==> src/rtl/load_scoreboard_pkg.sv <==
// -----------------------------------------------------------------------------
// load_scoreboard_pkg
// Purpose : Shared opcode constants and the decoded register-usage record used
//           by the load scoreboard and by the forwarding selects.
// Contents: OPC_* opcode constants (RV32 base opcode map), reg_use_t.
// -----------------------------------------------------------------------------
package load_scoreboard_pkg;

    localparam logic [6:0] OPC_LOAD   = 7'b0000011;
    localparam logic [6:0] OPC_STORE  = 7'b0100011;
    localparam logic [6:0] OPC_BRANCH = 7'b1100011;
    localparam logic [6:0] OPC_JAL    = 7'b1101111;
    localparam logic [6:0] OPC_LUI    = 7'b0110111;
    localparam logic [6:0] OPC_AUIPC  = 7'b0010111;
    localparam logic [6:0] OPC_OP     = 7'b0110011;
    localparam logic [6:0] OPC_SYSTEM = 7'b1110011;

    // Register fields of one instruction plus which of them are live.
    typedef struct packed {
        logic [4:0] rs1;
        logic [4:0] rs2;
        logic [4:0] rd;
        logic       rs1_used;
        logic       rs2_used;
        logic       rd_written;
        logic       is_load;
    } reg_use_t;

endpackage

==> src/rtl/load_scoreboard_if.sv <==
// -----------------------------------------------------------------------------
// load_scoreboard_if
// Purpose : Bundles the ID-side and memory-response signals of the load
//           scoreboard.
// Signals : id_inst/id_valid/id_stall  - instruction in ID and its hold request
//           ld_resp_valid              - memory returns the oldest load
//           ld_wb_valid/ld_wb_rd       - tracked load retiring and its rd
//           ld_count                   - outstanding loads
//           ld_err                     - sticky response-while-empty flag
// Modports: master = pipeline/memory side, slave = scoreboard.
//
// Handshake: an instruction in ID issues on a rising edge where
// id_valid && !id_stall; otherwise it must be held unchanged. ld_resp_valid
// is a one-cycle, unconditionally accepted pulse; ld_wb_valid/ld_wb_rd answer
// it in the same cycle.
// -----------------------------------------------------------------------------
interface load_scoreboard_if #(
    parameter int DEPTH = 4
);
    localparam int CNT_W = $clog2(DEPTH) + 1;

    logic [31:0]      id_inst;
    logic             id_valid;
    logic             id_stall;
    logic             ld_resp_valid;
    logic             ld_wb_valid;
    logic [4:0]       ld_wb_rd;
    logic [CNT_W-1:0] ld_count;
    logic             ld_err;

    modport master (
        output id_inst, id_valid, ld_resp_valid,
        input  id_stall, ld_wb_valid, ld_wb_rd, ld_count, ld_err
    );

    modport slave (
        input  id_inst, id_valid, ld_resp_valid,
        output id_stall, ld_wb_valid, ld_wb_rd, ld_count, ld_err
    );

endinterface

==> src/rtl/inst_reg_use.sv <==
// -----------------------------------------------------------------------------
// inst_reg_use
// Purpose : Purely combinational decode of an instruction into its register
//           fields and the flags saying which are read or written.
// Ports   : inst_i [31:0]  instruction word
//           use_o          reg_use_t {rs1, rs2, rd, rs1_used, rs2_used,
//                                     rd_written, is_load}
// -----------------------------------------------------------------------------
module inst_reg_use
    import load_scoreboard_pkg::*;
(
    input  logic [31:0] inst_i,
    output reg_use_t    use_o
);

    logic [6:0] opc;
    logic       unused_bits;

    assign opc = inst_i[6:0];
    // funct7 and the low funct3 bits do not affect register usage.
    assign unused_bits = ^{inst_i[31:25], inst_i[13:12]};

    always_comb begin
        use_o          = '0;
        use_o.rs1      = inst_i[19:15];
        use_o.rs2      = inst_i[24:20];
        use_o.rd       = inst_i[11:7];
        // Immediate CSR forms (funct3[2]=1) carry a zimm in the rs1 field.
        use_o.rs1_used = !((opc == OPC_LUI) || (opc == OPC_AUIPC) || (opc == OPC_JAL) ||
                           ((opc == OPC_SYSTEM) && inst_i[14]));
        use_o.rs2_used = (opc == OPC_OP) || (opc == OPC_STORE) || (opc == OPC_BRANCH);
        use_o.rd_written = !((opc == OPC_STORE) || (opc == OPC_BRANCH) || (opc == OPC_SYSTEM)) &&
                           (inst_i[11:7] != 5'd0);
        use_o.is_load  = (opc == OPC_LOAD);
    end

endmodule

==> src/rtl/load_scoreboard.sv <==
// -----------------------------------------------------------------------------
// load_scoreboard
// Purpose : Tracks the rd of every issued load whose data has not returned
//           from variable-latency data memory, stalls ID on RAW/WAW conflicts
//           with those loads, and announces each returning load's rd.
// Ports   : clk    core clock, rising edge
//           rst_n  asynchronous active-low reset
//           sb     load_scoreboard_if.slave (see interface for signal list)
// Params  : DEPTH  maximum outstanding loads (power of two, 2..16)
//           CNT_W  width of the occupancy count
// -----------------------------------------------------------------------------
module load_scoreboard
    import load_scoreboard_pkg::*;
#(
    parameter int DEPTH = 4,
    parameter int CNT_W = $clog2(DEPTH) + 1
) (
    input  logic                 clk,
    input  logic                 rst_n,
    load_scoreboard_if.slave     sb
);

    localparam int PTR_W = $clog2(DEPTH);

    reg_use_t         dec;
    logic [4:0]       fifo_q [DEPTH];
    logic [PTR_W-1:0] wr_ptr_q, wr_ptr_d;
    logic [PTR_W-1:0] rd_ptr_q, rd_ptr_d;
    logic [CNT_W-1:0] count_q,  count_d;
    logic             err_q,    err_d;

    logic [DEPTH-1:0] entry_valid;
    logic             full, empty;
    logic             hit_rs1, hit_rs2, hit_rd;
    logic             stall, push, pop;

    inst_reg_use u_dec (
        .inst_i (sb.id_inst),
        .use_o  (dec)
    );

    assign full  = (count_q == CNT_W'(DEPTH));
    assign empty = (count_q == '0);

    // An entry is live when its distance from the read pointer is below the
    // occupancy count.
    always_comb begin
        logic [PTR_W-1:0] off;
        entry_valid = '0;
        off         = '0;
        for (int i = 0; i < DEPTH; i++) begin
            off            = PTR_W'(i) - rd_ptr_q;
            entry_valid[i] = ({1'b0, off} < count_q);
        end
    end

    // The head entry still matches in the cycle it pops: no same-cycle bypass.
    always_comb begin
        hit_rs1 = 1'b0;
        hit_rs2 = 1'b0;
        hit_rd  = 1'b0;
        for (int i = 0; i < DEPTH; i++) begin
            if (entry_valid[i]) begin
                if ((dec.rs1 != 5'd0) && (fifo_q[i] == dec.rs1)) hit_rs1 = 1'b1;
                if ((dec.rs2 != 5'd0) && (fifo_q[i] == dec.rs2)) hit_rs2 = 1'b1;
                if ((dec.rd  != 5'd0) && (fifo_q[i] == dec.rd))  hit_rd  = 1'b1;
            end
        end
    end

    // Full stalls a load regardless of a same-cycle pop.
    assign stall = sb.id_valid &&
                   ((dec.rs1_used && hit_rs1) || (dec.rs2_used && hit_rs2) ||
                    (dec.rd_written && hit_rd) || (dec.is_load && full));

    // Loads to x0 issue but are not tracked.
    assign push = sb.id_valid && !stall && dec.is_load && (dec.rd != 5'd0);
    assign pop  = sb.ld_resp_valid && !empty;

    always_comb begin
        wr_ptr_d = push ? wr_ptr_q + 1'b1 : wr_ptr_q;
        rd_ptr_d = pop  ? rd_ptr_q + 1'b1 : rd_ptr_q;
        err_d    = err_q || (sb.ld_resp_valid && empty);
        count_d  = count_q;
        case ({push, pop})
            2'b10:   count_d = count_q + 1'b1;
            2'b01:   count_d = count_q - 1'b1;
            default: count_d = count_q;
        endcase
    end

    always_ff @(posedge clk or negedge rst_n) begin
        if (!rst_n) begin
            wr_ptr_q <= '0;
            rd_ptr_q <= '0;
            count_q  <= '0;
            err_q    <= 1'b0;
        end else begin
            wr_ptr_q <= wr_ptr_d;
            rd_ptr_q <= rd_ptr_d;
            count_q  <= count_d;
            err_q    <= err_d;
        end
    end

    // Storage needs no reset; liveness comes from the pointers and count.
    always_ff @(posedge clk) begin
        if (push) begin
            fifo_q[wr_ptr_q] <= dec.rd;
        end
    end

    assign sb.id_stall    = stall;
    assign sb.ld_wb_valid = pop;
    assign sb.ld_wb_rd    = pop ? fifo_q[rd_ptr_q] : 5'd0;
    assign sb.ld_count    = count_q;
    assign sb.ld_err      = err_q;

endmodule
==> src/flat_wrapper.sv <==
// flat-port wrapper written by rule: the top's interface ports become plain ports
module load_scoreboard_flat import load_scoreboard_pkg::*;
#(
    parameter int DEPTH = 4,
    parameter int CNT_W = $clog2(DEPTH) + 1
)
  (clk, rst_n, sb_id_inst, sb_id_valid, sb_ld_resp_valid, sb_id_stall, sb_ld_wb_valid, sb_ld_wb_rd, sb_ld_count, sb_ld_err);
  load_scoreboard_if #(.DEPTH(DEPTH)) sb_i ();
  input  logic clk;
  input  logic rst_n;
  input wire logic [$bits(sb_i.id_inst)-1:0] sb_id_inst;
  input wire logic [$bits(sb_i.id_valid)-1:0] sb_id_valid;
  input wire logic [$bits(sb_i.ld_resp_valid)-1:0] sb_ld_resp_valid;
  output wire logic [$bits(sb_i.id_stall)-1:0] sb_id_stall;
  output wire logic [$bits(sb_i.ld_wb_valid)-1:0] sb_ld_wb_valid;
  output wire logic [$bits(sb_i.ld_wb_rd)-1:0] sb_ld_wb_rd;
  output wire logic [$bits(sb_i.ld_count)-1:0] sb_ld_count;
  output wire logic [$bits(sb_i.ld_err)-1:0] sb_ld_err;
  assign sb_i.id_inst = sb_id_inst;
  assign sb_i.id_valid = sb_id_valid;
  assign sb_i.ld_resp_valid = sb_ld_resp_valid;
  assign sb_id_stall = sb_i.id_stall;
  assign sb_ld_wb_valid = sb_i.ld_wb_valid;
  assign sb_ld_wb_rd = sb_i.ld_wb_rd;
  assign sb_ld_count = sb_i.ld_count;
  assign sb_ld_err = sb_i.ld_err;
  load_scoreboard #(.DEPTH(DEPTH), .CNT_W(CNT_W)) u_core (.clk(clk), .rst_n(rst_n), .sb(sb_i));
endmodule
==> config.mk <==
export PLATFORM = sky130hd
export DESIGN_NAME = load_scoreboard_flat
export DESIGN_NICKNAME = d
export VERILOG_FILES = /design/src/rtl/load_scoreboard_pkg.sv /design/src/rtl/load_scoreboard_if.sv /design/src/rtl/inst_reg_use.sv /design/src/rtl/load_scoreboard.sv /design/src/flat_wrapper.sv
export SDC_FILE = /design/constraint.sdc
export NUM_CORES = 1
export LEC_CHECK = 0
export CAP_MARGIN = 10
export CORE_MARGIN = 2
export CORE_UTILIZATION = 58
export CTS_BUF_LIST = sky130_fd_sc_hd__clkbuf_4 sky130_fd_sc_hd__clkbuf_8
export DETAILED_ROUTE_END_ITERATION = 10
export PLACE_DENSITY = 0.84
export SKIP_CTS_REPAIR_TIMING = 1
export SKIP_LAST_GASP = 1
export SYNTH_ARGS = -nofsm -noshare
export SYNTH_HDL_FRONTEND = slang
export SYNTH_HIERARCHICAL = 1
export SYNTH_SLANG_ARGS = --single-unit
==> constraint.sdc <==
create_clock -name clk -period 9.3 [get_ports clk]
set_input_delay 1.86 -clock clk [delete_from_list [all_inputs] [get_ports clk]]
set_output_delay 1.86 -clock clk [all_outputs]
set_load 0.05 [all_outputs]
======== Word level (Yosys, flattened, before mapping) ========
Memory sizes are Yosys's and may differ from the RTL's.
Cells that the tools add are included.
word-level totals
  logic and storage cells ................. 112
  output and inout bits ................... 11
  memory bits (writable) .................. 20
  memories ................................ 1
  flip-flop bits (word level) ............. 8
  input bits .............................. 36
cells by class
  muxes and demuxes ....................... 28
  equal/unequal tests ..................... 23
  magnitude comparators ................... 4
  add/subtract/negate cells ............... 8
  reductions and logical operators ........ 44
memories
  memory         depth  width  read ports  clocked after Yosys merged registers in  wr ports  RTL line               RTL
  u_core.fifo_q  4      5      5           0                                        1         load_scoreboard.sv:26  logic [4:0] fifo_q [DEPTH];
operator list
  kind                                              count
  == test 5 bit                                     12
  two-way mux 1 bit                                 26
  logical AND 1 bit                                 24
  == test 7 x 6 -> 1 bit, second input constant     3
  == test 7 bit, second input constant              3
  nonzero test 5 bit                                3
  less-than comparator 2 x 3 -> 1 bit               4
  logical OR 1 bit                                  11
  == test 7 x 2 -> 1 bit, second input constant     1
  == test 7 x 5 -> 1 bit, second input constant     1
  one-hot mux 3 bit (2 select lines)                1
  two-way mux 5 bit                                 1
  adder 2 x 1 -> 2 bit, second input constant       2
  logical NOT 1 bit                                 4
  subtractor 1 x 2 -> 2 bit, first input constant   2
  subtractor 2 bit, first input constant            2
  adder 3 x 1 -> 3 bit, second input constant       1
  == test 3 bit, second input constant              1
  logical NOT 3 bit                                 1
  subtractor 3 x 1 -> 3 bit, second input constant  1
  == test 2 x 1 -> 1 bit, second input constant     1
  == test 2 bit, second input constant              1
  nonzero test 2 bit                                1

======== Logic depth before layout (Yosys ltp) ========
Gate-level depths: netlist (run 1).
  word-level depth ........................ 21
  gate-level depth with buffers ........... 17
  mapped depth without buffers ............ 16

======== Cells and area by module ========
The synthesis (run 1) kept the hierarchy.
modules (own cells, without submodules)
  module           area an instance (µm²)  seq. area each (µm²)  cells an instance  times used
  load_scoreboard  2225.9                  800.8                 207                1
  inst_reg_use     200.2                   0.0                   28                 1

======== Least setup slack after synthesis (run 1) ========
OpenSTA, ideal clock, no wires.
  kind .................................... input to output
  start ................................... input sb_id_inst[20]
  end ..................................... output sb_id_stall
  path buffers ............................ 2
  stages on the path ...................... 6
  data required time ...................... 7.440 ns
  arrival ................................. 3.357 ns
  slack ................................... 4.083 ns
  path through ............................ buf_4 buf_2 or4_1 o21ai_1 o22ai_2 o31a_2
between the ends
  longest elaborated chain between the ends .. 15
  elaborated cells on any way between the ends .. 22
  those cells by class .................... eq/ne (4); mux (8); reduce/logical (10)
ends and longest elaborated chain
  element                                              RTL line               RTL
  start, declared                                      flat_wrapper.sv:11     input wire logic [$bits(sb_i.id_inst)-1:0] sb_id_inst;
  == test 5 bit or nonzero test 5 bit (tied branches)  load_scoreboard.sv:65  if ((dec.rs2 != 5'd0) && (fifo_q[i] == dec.rs2)) hit_rs2 = 1'b1;
  logical AND 1 bit                                    load_scoreboard.sv:65
  two-way mux 1 bit                                    load_scoreboard.sv:65
  two-way mux 1 bit                                    load_scoreboard.sv:63  if (entry_valid[i]) begin
  two-way mux 1 bit                                    load_scoreboard.sv:65
  two-way mux 1 bit                                    load_scoreboard.sv:63
  two-way mux 1 bit                                    load_scoreboard.sv:65
  two-way mux 1 bit                                    load_scoreboard.sv:63
  two-way mux 1 bit                                    load_scoreboard.sv:65
  two-way mux 1 bit (*)                                load_scoreboard.sv:63
  logical AND 1 bit (*)                                load_scoreboard.sv:73  ((dec.rs1_used && hit_rs1) || (dec.rs2_used && hit_rs2) ||
  logical OR 1 bit (*) (2 in series)                   load_scoreboard.sv:73
  logical OR 1 bit (*)                                 load_scoreboard.sv:74  (dec.rd_written && hit_rd) || (dec.is_load && full));
  logical AND 1 bit (*)                                load_scoreboard.sv:72  assign stall = sb.id_valid &&
  end, declared                                        flat_wrapper.sv:14     output wire logic [$bits(sb_i.id_stall)-1:0] sb_id_stall;
Mark *: on every way between the ends. The rest lies on a longest branch, timed or not.

==> flow_summary.json, run 1 <==
{
  "rsz0062_at_grt": "no",
  "cap_violations": 0,
  "synth_edf_count": 20,
  "drc": 0,
  "finClkSkew_ns": 0.006617,
  "gp_congestion": 1.031,
  "finalSetupViolCount": 0,
  "cts.sinks": 28,
  "finalSetupTns_ns": 0,
  "nFillCells": 324,
  "initial_utilization_pct": 60.65,
  "ant_nets": 0,
  "yosysMostFrequentCell": "xnor2_1",
  "synth.largest_area_cell": "edfxtp_1",
  "grt_use_total_pct": 24.95,
  "p_per_area_nw_per_um2": 206.4,
  "clk-insertion-delay-late_ns": 0.27,
  "fp.dieArea_sq_um": 4716,
  "path_class": "in2out",
  "antenna_cells": 0,
  "htreeDepth": 1,
  "hold_viol_final": 0,
  "ir_drop_v": 0.00008999,
  "cp-end-kind": "output port",
  "ys.flop_type": "edfxtp_1",
  "synth_area_leaders": "edfxtp_1, xnor2_1, xor2_1",
  "io_buffers": 37,
  "die_w_um": 68.68,
  "fin_crit_ns": 6.434,
  "synthTopCellsByCount": "xnor2_1, xor2_1, edfxtp_1",
  "cts_buffers": 3,
  "slew_violations": 0,
  "synth_nets": 281,
  "power_uw": 557.1,
  "slew_headroom_pct": 63.47,
  "gr-total-overflow": 0,
  "maxClockFrequency_ghz": 0.1554,
  "routed_via_density": 5.761,
  "area_delta_synth_final_pct": 11.24,
  "required_ns": 7.44,
  "netlist_area_sq_um": 2426,
  "die_y_um": 68.68,
  "worst_pin_slew_ns": 0.5479,
  "ys_types": 42,
  "hp-class": "reg2reg",
  "postSynthAreaPerCell_sq_um": 10.32,
  "layout.nets": 290,
  "core_area_sq_um": 4000,
  "cts.clk_slew.worst_paths_ns": 0.09,
  "first_pass_iters": 4,
  "clockRootBuffer": "clkbuf_8",
  "reg2reg_slack_ns": 5.73,
  "synth.yosys.seq_area_share_pct": 33.01,
  "cts_tree": "yes",
  "worst_setup_path_start_kind": "primary input",
  "p_leak_uw": 0.0009367,
  "grt_pass1_wl_um": 8300,
  "dp_hpwl_um": 4129,
  "yosys.area.top_type_share_pct": 24.76,
  "arrival_ns": 4.57,
  "postSynth.asyncResetShare_pct": 28.57,
  "ys_ff_latch": 28,
  "yosysWarnings": 6,
  "outcome": "finished, final reports clean",
  "finalCritPeriodShare_pct": 69.18,
  "row_count": 23,
  "cts.path.max_buffers": 2,
  "finalWirelength_um": 5236,
  "ios": 47,
  "drt_iter0_drc": 128,
  "vias": 1688,
  "critPathMaxFanout": 10,
  "grt_antenna_before_repair": 0,
  "wl_per_cell_um": 17.87,
  "first_global_vias": 1683,
  "drive_above_1_share_pct": 9.465,
  "syn_inst": 235,
  "grt_max_degree": 16
}
-- cell type report --
cell class,count,area (sq um),area share [%]
well taps,50,62.56,2.318
repair buffers,37,370.4,13.72
inverters,11,41.29,1.530
multi-input cells,163,1369,50.72
clock buffers,4,55.05,2.040
flip-flops and latches,28,800.8,29.67
-- state kept, by name (all words and copies together), names as in the netlist --
signal and cells:
u_core/rd_ptr_q 2, u_core/sb.ld_err 1, u_core/sb.ld_count 3, u_core/fifo_q 20, u_core/wr_ptr_q 2
-- placed cells by master, fill, tap and decap left out, types with 4 or more instances in the layout --
cell type	Yosys	routed
dfrtp_1	8	8
nor4_1	16	16
nand2_1	5	5
and2_2	4	4
ha_1	9	9
xnor2_1	41	41
clkdlybuf4s50_1	0	37
clkbuf_8	0	4
nand3_1	14	14
xor2_1	26	26
mux4_2	5	5
edfxtp_1	20	20
and2_1	5	5
inv_1	11	11
-- worst paths after layout --
| check | from | endpoint | cells after the start |
|---|---|---|---|
| setup / recovery | sb_id_inst[7] | sb_id_stall | 7 |
| min in group asynchronous | rst_n | u_core/sb.ld_count[2] | 1 |
| hold / removal | u_core/sb.ld_err | u_core/sb.ld_err | 1 |
| setup reg to reg | u_core/rd_ptr_q[0] | u_core/sb.ld_count[2] | 16 |
| max in group asynchronous | rst_n | u_core/wr_ptr_q[1] | 1 |
| hold reg to reg | u_core/sb.ld_err | u_core/sb.ld_err | 1 |
-- report_power, final --
group / internal, uW / switching [uW] / total, uW
registers: 147 / 36.4 / 184
clock network: 37.9 / 35.1 / 73.0
logic: 133 / 167 / 300
-- through the flow --
stage               cell area (sq um)  hold WS [ns]  setup slack (ns)  cells  utilization [%]
floorplan                        2426        0.5348             4.083    235                -
global placement                 2644        0.4377             2.873    289            66.09
detailed placement               2644        0.4468             2.856    289            66.09
CTS                              2699        0.4678             2.851    293            67.47
global route                     2699        0.4846             2.755    293            67.47
finish                           2699        0.4674             2.866    293            67.47
-- cells by family (layout without fill, tap and decap cells) --
logic type / Yosys count / count (layout) / synth area share, %
buffers and inverters: 44 / 52 / 10.57
flip-flops: 28 / 28 / 33.01
AND/OR/NAND/NOR: 64 / 64 / 16.04
XOR/XNOR: 67 / 67 / 24.19
AO/OA/AOI/OAI: 16 / 16 / 5.467
multiplexers: 6 / 6 / 5.260
adder cells (fa/ha/maj): 10 / 10 / 5.467
-- per-layer routing --
layer | wire, um | vias up | track usage [%]
li1 | - | 808 | -
met1 | 2311 | 819 | 33.79
met2 | 2563 | 51 | 40.99
met3 | 275 | 10 | 3.247
met4 | 85 | 0 | 9.000
met5 | 0 | - | 0
-- worst max-delay path, stage by stage --
cell and delay [ns]:
clkdlybuf4s50_1 0.62, or4_1 0.62, o22a_1 0.21, nand2_1 0.08, o22ai_2 0.10, o31a_2 0.37, clkdlybuf4s50_1 0.70
No activity file was read; power rests on OpenSTA's default activity.
==> run 2, diff against run 1 <==
CORE_UTILIZATION = 49   (was 58)
PLACE_DENSITY = 0.75   (was 0.84)
clock period = 5.9 ns   (was 9.3 ns; I/O delays follow)
==> run 2 against run 1 <==
Effect of this change:
- worst hold slack improved by 0.033 ns
- die area increased by 17%
- design area is 0.79% higher
- critical path depth did not move
- non-clock buffer count is the same
- via count is 0.65% higher
- largest cell class unchanged
- combinational power rose by 56%
- clock-buffer cell count is the same
- clock power grew 59%
- first-iteration DRC count increased by 72%
- clock skew fell by 0.0024 ns
- global-route usage decreased by 4.1 points
==> flow_summary.json, run 2 (synthesized netlist as in run 1, its figures left out) <==
{
  "ios": 47,
  "rr_startpoint": "u_core/rd_ptr_q[0]",
  "dp_hpwl_um": 4189,
  "drt_iter0_drc": 220,
  "vias": 1699,
  "die_w_um": 74.37,
  "routed_via_density": 5.481,
  "first_pass_iters": 4,
  "drc": 0,
  "cts.path.max_buffers": 2,
  "slew_headroom_pct": 62.32,
  "critPathMaxFanout": 10,
  "finalCritPeriodShare_pct": 86.29,
  "outcome": "finished, final reports clean",
  "area_delta_synth_final_pct": 12.12,
  "grt_max_degree": 16,
  "hold_viol_final": 0,
  "clk-insertion-delay-late_ns": 0.27,
  "rsz0062_at_grt": "no",
  "p_leak_uw": 0.0009367,
  "maxClockFrequency_ghz": 0.1964,
  "ant_nets": 0,
  "top_register": "u_core/fifo_q",
  "die_y_um": 74.37,
  "cts_buffers": 3,
  "hold_ws_ns": 0.5002,
  "placed_cells": 306,
  "worst_pin_slew_ns": 0.5601,
  "hp-class": "reg2reg",
  "gr-total-overflow": 0,
  "final_cells": 310,
  "cap_violations": 0,
  "layout.nets": 290,
  "arrival_ns": 3.91,
  "cts.sinks": 28,
  "htreeDepth": 1,
  "hp-start": "u_core/sb.ld_err",
  "mostFrequentLayoutCell": "xnor2_1",
  "p_per_area_nw_per_um2": 322.0,
  "cp-end-kind": "output port",
  "drive_above_1_share_pct": 9.465,
  "finalSetupTns_ns": 0,
  "grt_use_total_pct": 20.83,
  "grt_antenna_before_repair": 0,
  "cts_tree": "yes",
  "finalWirelength_um": 5353,
  "ir_drop_v": 0.0001374,
  "cts.clk_slew.worst_paths_ns": 0.09,
  "finClkSkew_ns": 0.004212,
  "fp.dieArea_sq_um": 5530,
  "gp_congestion": 0.9213,
  "required_ns": 4.72,
  "fin_crit_ns": 5.091,
  "place_area_sq_um": 2665,
  "wl_per_cell_um": 17.27,
  "io_buffers": 37,
  "row_count": 25,
  "grt_pass1_wl_um": 8452,
  "first_global_vias": 1655,
  "initial_utilization_pct": 51.03,
  "finalSetupViolCount": 0,
  "slew_violations": 0,
  "path_class": "in2out",
  "core_area_sq_um": 4755,
  "largest_reg_flops": 20,
  "antenna_cells": 0,
  "fin_area_sq_um": 2720,
  "crit_start": "sb_id_inst[10]",
  "worst_setup_path_start_kind": "primary input",
  "clockRootBuffer": "clkbuf_8",
  "final_cell_mix": "xnor2_1, clkdlybuf4s50_1, xor2_1, edfxtp_1, nor4_1"
}
run 2: cell counts in the layout (fill, tap and decap cells not counted):
No cell type changed its count.
run 2: stage by stage:
stage	setup slack [ns]	power (uW)	utilization (%)
after floorplan	2.043	646.3	-
after global placement	0.8144	750.8	56.05
after detailed placement	0.8178	765.6	56.05
after CTS	0.8126	882.2	57.21
after global routing	0.6444	929.2	57.21
final	0.8087	875.9	57.21
run 2: where the power goes:
group	switching (uW)	internal [uW]
registers	60.7	232
logic	260	207
clock network	56.2	59.7
run 2: layer usage:
metal	up-vias	track usage, %	wire [um]
li1	808	-	-
met1	833	29.13	2356
met2	49	34.22	2618
met3	9	2.033	284
met4	0	6.746	93
met5	-	0	0
run 2: layout make-up:
class | count | area, sq um
timing repair buffer | 37 | 370.4
inverter | 11 | 41.29
sequential | 28 | 800.8
fill | 426 | 2034
multi-input combinational | 163 | 1369
tap | 67 | 83.83
clock buffer | 4 | 55.05
run 2: worst max-delay path, cell delays in order:
cell and delay, ns:
clkdlybuf4s50_1 0.63, or4_1 0.61, o22a_1 0.21, nand2_1 0.08, o22ai_2 0.10, o31a_2 0.39
clkdlybuf4s50_1 0.71
run 2: worst paths after layout:
kind	slack, ns	cells after the start	end
max in group asynchronous	4.46	1	u_core/sb.ld_err
worst min register to register	0.50	1	u_core/sb.ld_err
worst max-delay path	0.81	7	sb_id_stall
min in group asynchronous	1.18	1	u_core/sb.ld_count[1]
worst min-delay path	0.50	1	u_core/sb.ld_err
worst max register to register	2.36	14	u_core/sb.ld_count[1]
==> run 3, diff against run 2 <==
SLEW_MARGIN = 10   (was unset)
==> results of run 3 <==
Same layout as run 2: the final DEF is identical, and so are final timing and power.
==> RTL edit, RTL diff (settings of run 3) <==
`DEPTH` is set to 4 in 3 places; all go to 8.
--- a/src/rtl/load_scoreboard_if.sv
+++ b/src/rtl/load_scoreboard_if.sv
@@ -16,5 +16,5 @@
 // -----------------------------------------------------------------------------
 interface load_scoreboard_if #(
-    parameter int DEPTH = 4
+    parameter int DEPTH = 8
 );
     localparam int CNT_W = $clog2(DEPTH) + 1;
--- a/src/rtl/load_scoreboard.sv
+++ b/src/rtl/load_scoreboard.sv
@@ -13,5 +13,5 @@
     import load_scoreboard_pkg::*;
 #(
-    parameter int DEPTH = 4,
+    parameter int DEPTH = 8,
     parameter int CNT_W = $clog2(DEPTH) + 1
 ) (
--- a/src/flat_wrapper.sv
+++ b/src/flat_wrapper.sv
@@ -2,5 +2,5 @@
 module load_scoreboard_flat import load_scoreboard_pkg::*;
 #(
-    parameter int DEPTH = 4,
+    parameter int DEPTH = 8,
     parameter int CNT_W = $clog2(DEPTH) + 1
 )
Ports: changed (resized sb_ld_count); port bits go from 47 to 48. The function was not compared with the original's and may differ.
==> RTL edit against run 3 <==
- final cell count is 78% higher
- total power is 100% higher
- worst setup slack worse by 570 ps
- synthesized cell count is 78% higher
- wire length is 110% higher
- die area is 77% higher
- cell area is 80% higher
- sequential cell count is 23 higher
- non-clock buffer count is 15 higher
- synthesized area is 82% higher
- worst hold slack worse by 31 ps
==> RTL edit: results (changes against run 3) <==
INFO  metric outcome = finished, final reports clean
INFO  metric synthAdderAreaFrac = 5.56% (+0.092 points)
INFO  metric gp_congestion = 0.905 (-1.8%)
INFO  metric netlist-cell-type-count = 53 (+26%)
INFO  metric grt_usage = 23.5% (+2.7 points)
INFO  metric proportion_of_synthesized_area_in_mux_cells = 5.45% (+0.18 points)
INFO  metric placed_cells_incl_taps = 542 (+77%)
INFO  metric vdd.ir_drop.worst = 0.180 mV (+31%)
INFO  metric routed-via-count = 3407 (+100%)
INFO  metric synth_compound_area_share = 10.4% (+4.9 points)
INFO  metric leakage = 0.00179 µW (+91%)
INFO  metric postSynthAreaPerCell = 10.5 µm² (+2.0%)
INFO  metric clock_latency = 320 ps (+50 ps)
INFO  metric num-nonclk-buffers = 52 (+41%)
INFO  metric timing.clock.skew = 12.8 ps (+8.59 ps)
INFO  metric grt_use_met1 = 32.5% (+3.3 points)
INFO  metric top_count_cell_post_synth = sky130_fd_sc_hd__xor2_1
INFO  metric power.share.combinational = 59.3% (+6.0 points)
INFO  metric share_of_synthesized_flip_flops_with_an_asynchronous_set_or_reset = 21.6% (-7.0 points)
INFO  metric use_met2 = 38.6% (+4.3 points)
INFO  metric ys_top_cells_by_area = sky130_fd_sc_hd__edfxtp_1 (27%), sky130_fd_sc_hd__xor2_1 (16%), sky130_fd_sc_hd__xnor2_1 (10%)
INFO  metric synth-seq-area-share = 33.5% (+0.46 points)
INFO  metric multiInputGateArea = 0.00264 mm² (+93%)
INFO  metric fp.dieArea = 0.00978 mm² (+77%)
INFO  metric post-route-period-util = 96.0% (+9.7 points)
INFO  metric deepest_level_of_the_cts_h_tree = 2 (+1)
INFO  metric worst-path-max-fanout = 11 (+1)
INFO  metric met3_wirelength = 665 µm (+130%)
INFO  metric cts_sinks = 51 (+82%)
INFO  metric wirelength_routed = 11.3 mm (+110%)
INFO  metric powerSeq = 496 µW (+69%)
INFO  metric synth_edf_count = 40 (+100%)
INFO  metric sw_share = 47.9% (+4.9 points)
INFO  metric critical_path.reg2reg.endpoint = u_core/sb.ld_count[3]
INFO  metric p_total = 1770 µW (+100%)
INFO  metric worst_max_slew_margin_expressed_relative_to_the_limit = 44.6% (-18 points)
INFO  metric fill_cells = 762 (+79%)
INFO  metric final_cell_count_no_fill = 551 (+78%)
INFO  metric regArea = 0.00148 mm² (+84%)
INFO  metric setup.worst_path.start_class = register
INFO  metric number_of_global_route_vias_before_repair = 3323 (+100%)
INFO  metric multi_input_gates = 317 (+94%)
INFO  metric layout.core_utilization = 56.0% (-1.2 points)
INFO  metric detailedPlacementHpwl = 8.69 mm (+110%)
INFO  metric post-place-ws = 450 ps (-368 ps)
INFO  metric clock_area_share = 1.97% (-0.052 points)
INFO  metric grt_max_degree = 22 (+6)
INFO  metric grt_first_pass_wirelength = 18.1 mm (+110%)
==> RTL edit: cell count changes after synthesis, sizes merged, moves of 8 or more <==
cell     before  now
ha            9   18
xor2         26   80
nor3          4   22
and2          9    1
xnor2        41   51
edfxtp       20   40
nand2         5   19
nor4         16    7
o2111ai       1   15
==> RTL edit: worst max-delay path: stages, from the launching register on <==
cell and delay, ps:
sky130_fd_sc_hd__dfrtp_1 680, sky130_fd_sc_hd__inv_1 240, sky130_fd_sc_hd__ha_1 390, sky130_fd_sc_hd__inv_1 50
sky130_fd_sc_hd__ha_1 190, sky130_fd_sc_hd__a21o_1 150, sky130_fd_sc_hd__a31oi_1 400, sky130_fd_sc_hd__o2111ai_1 190
sky130_fd_sc_hd__o31ai_1 380, sky130_fd_sc_hd__nor4_1 170, sky130_fd_sc_hd__o22ai_4 300, sky130_fd_sc_hd__nor2_1 90
sky130_fd_sc_hd__nor2b_1 120, sky130_fd_sc_hd__clkdlybuf4s50_1 810
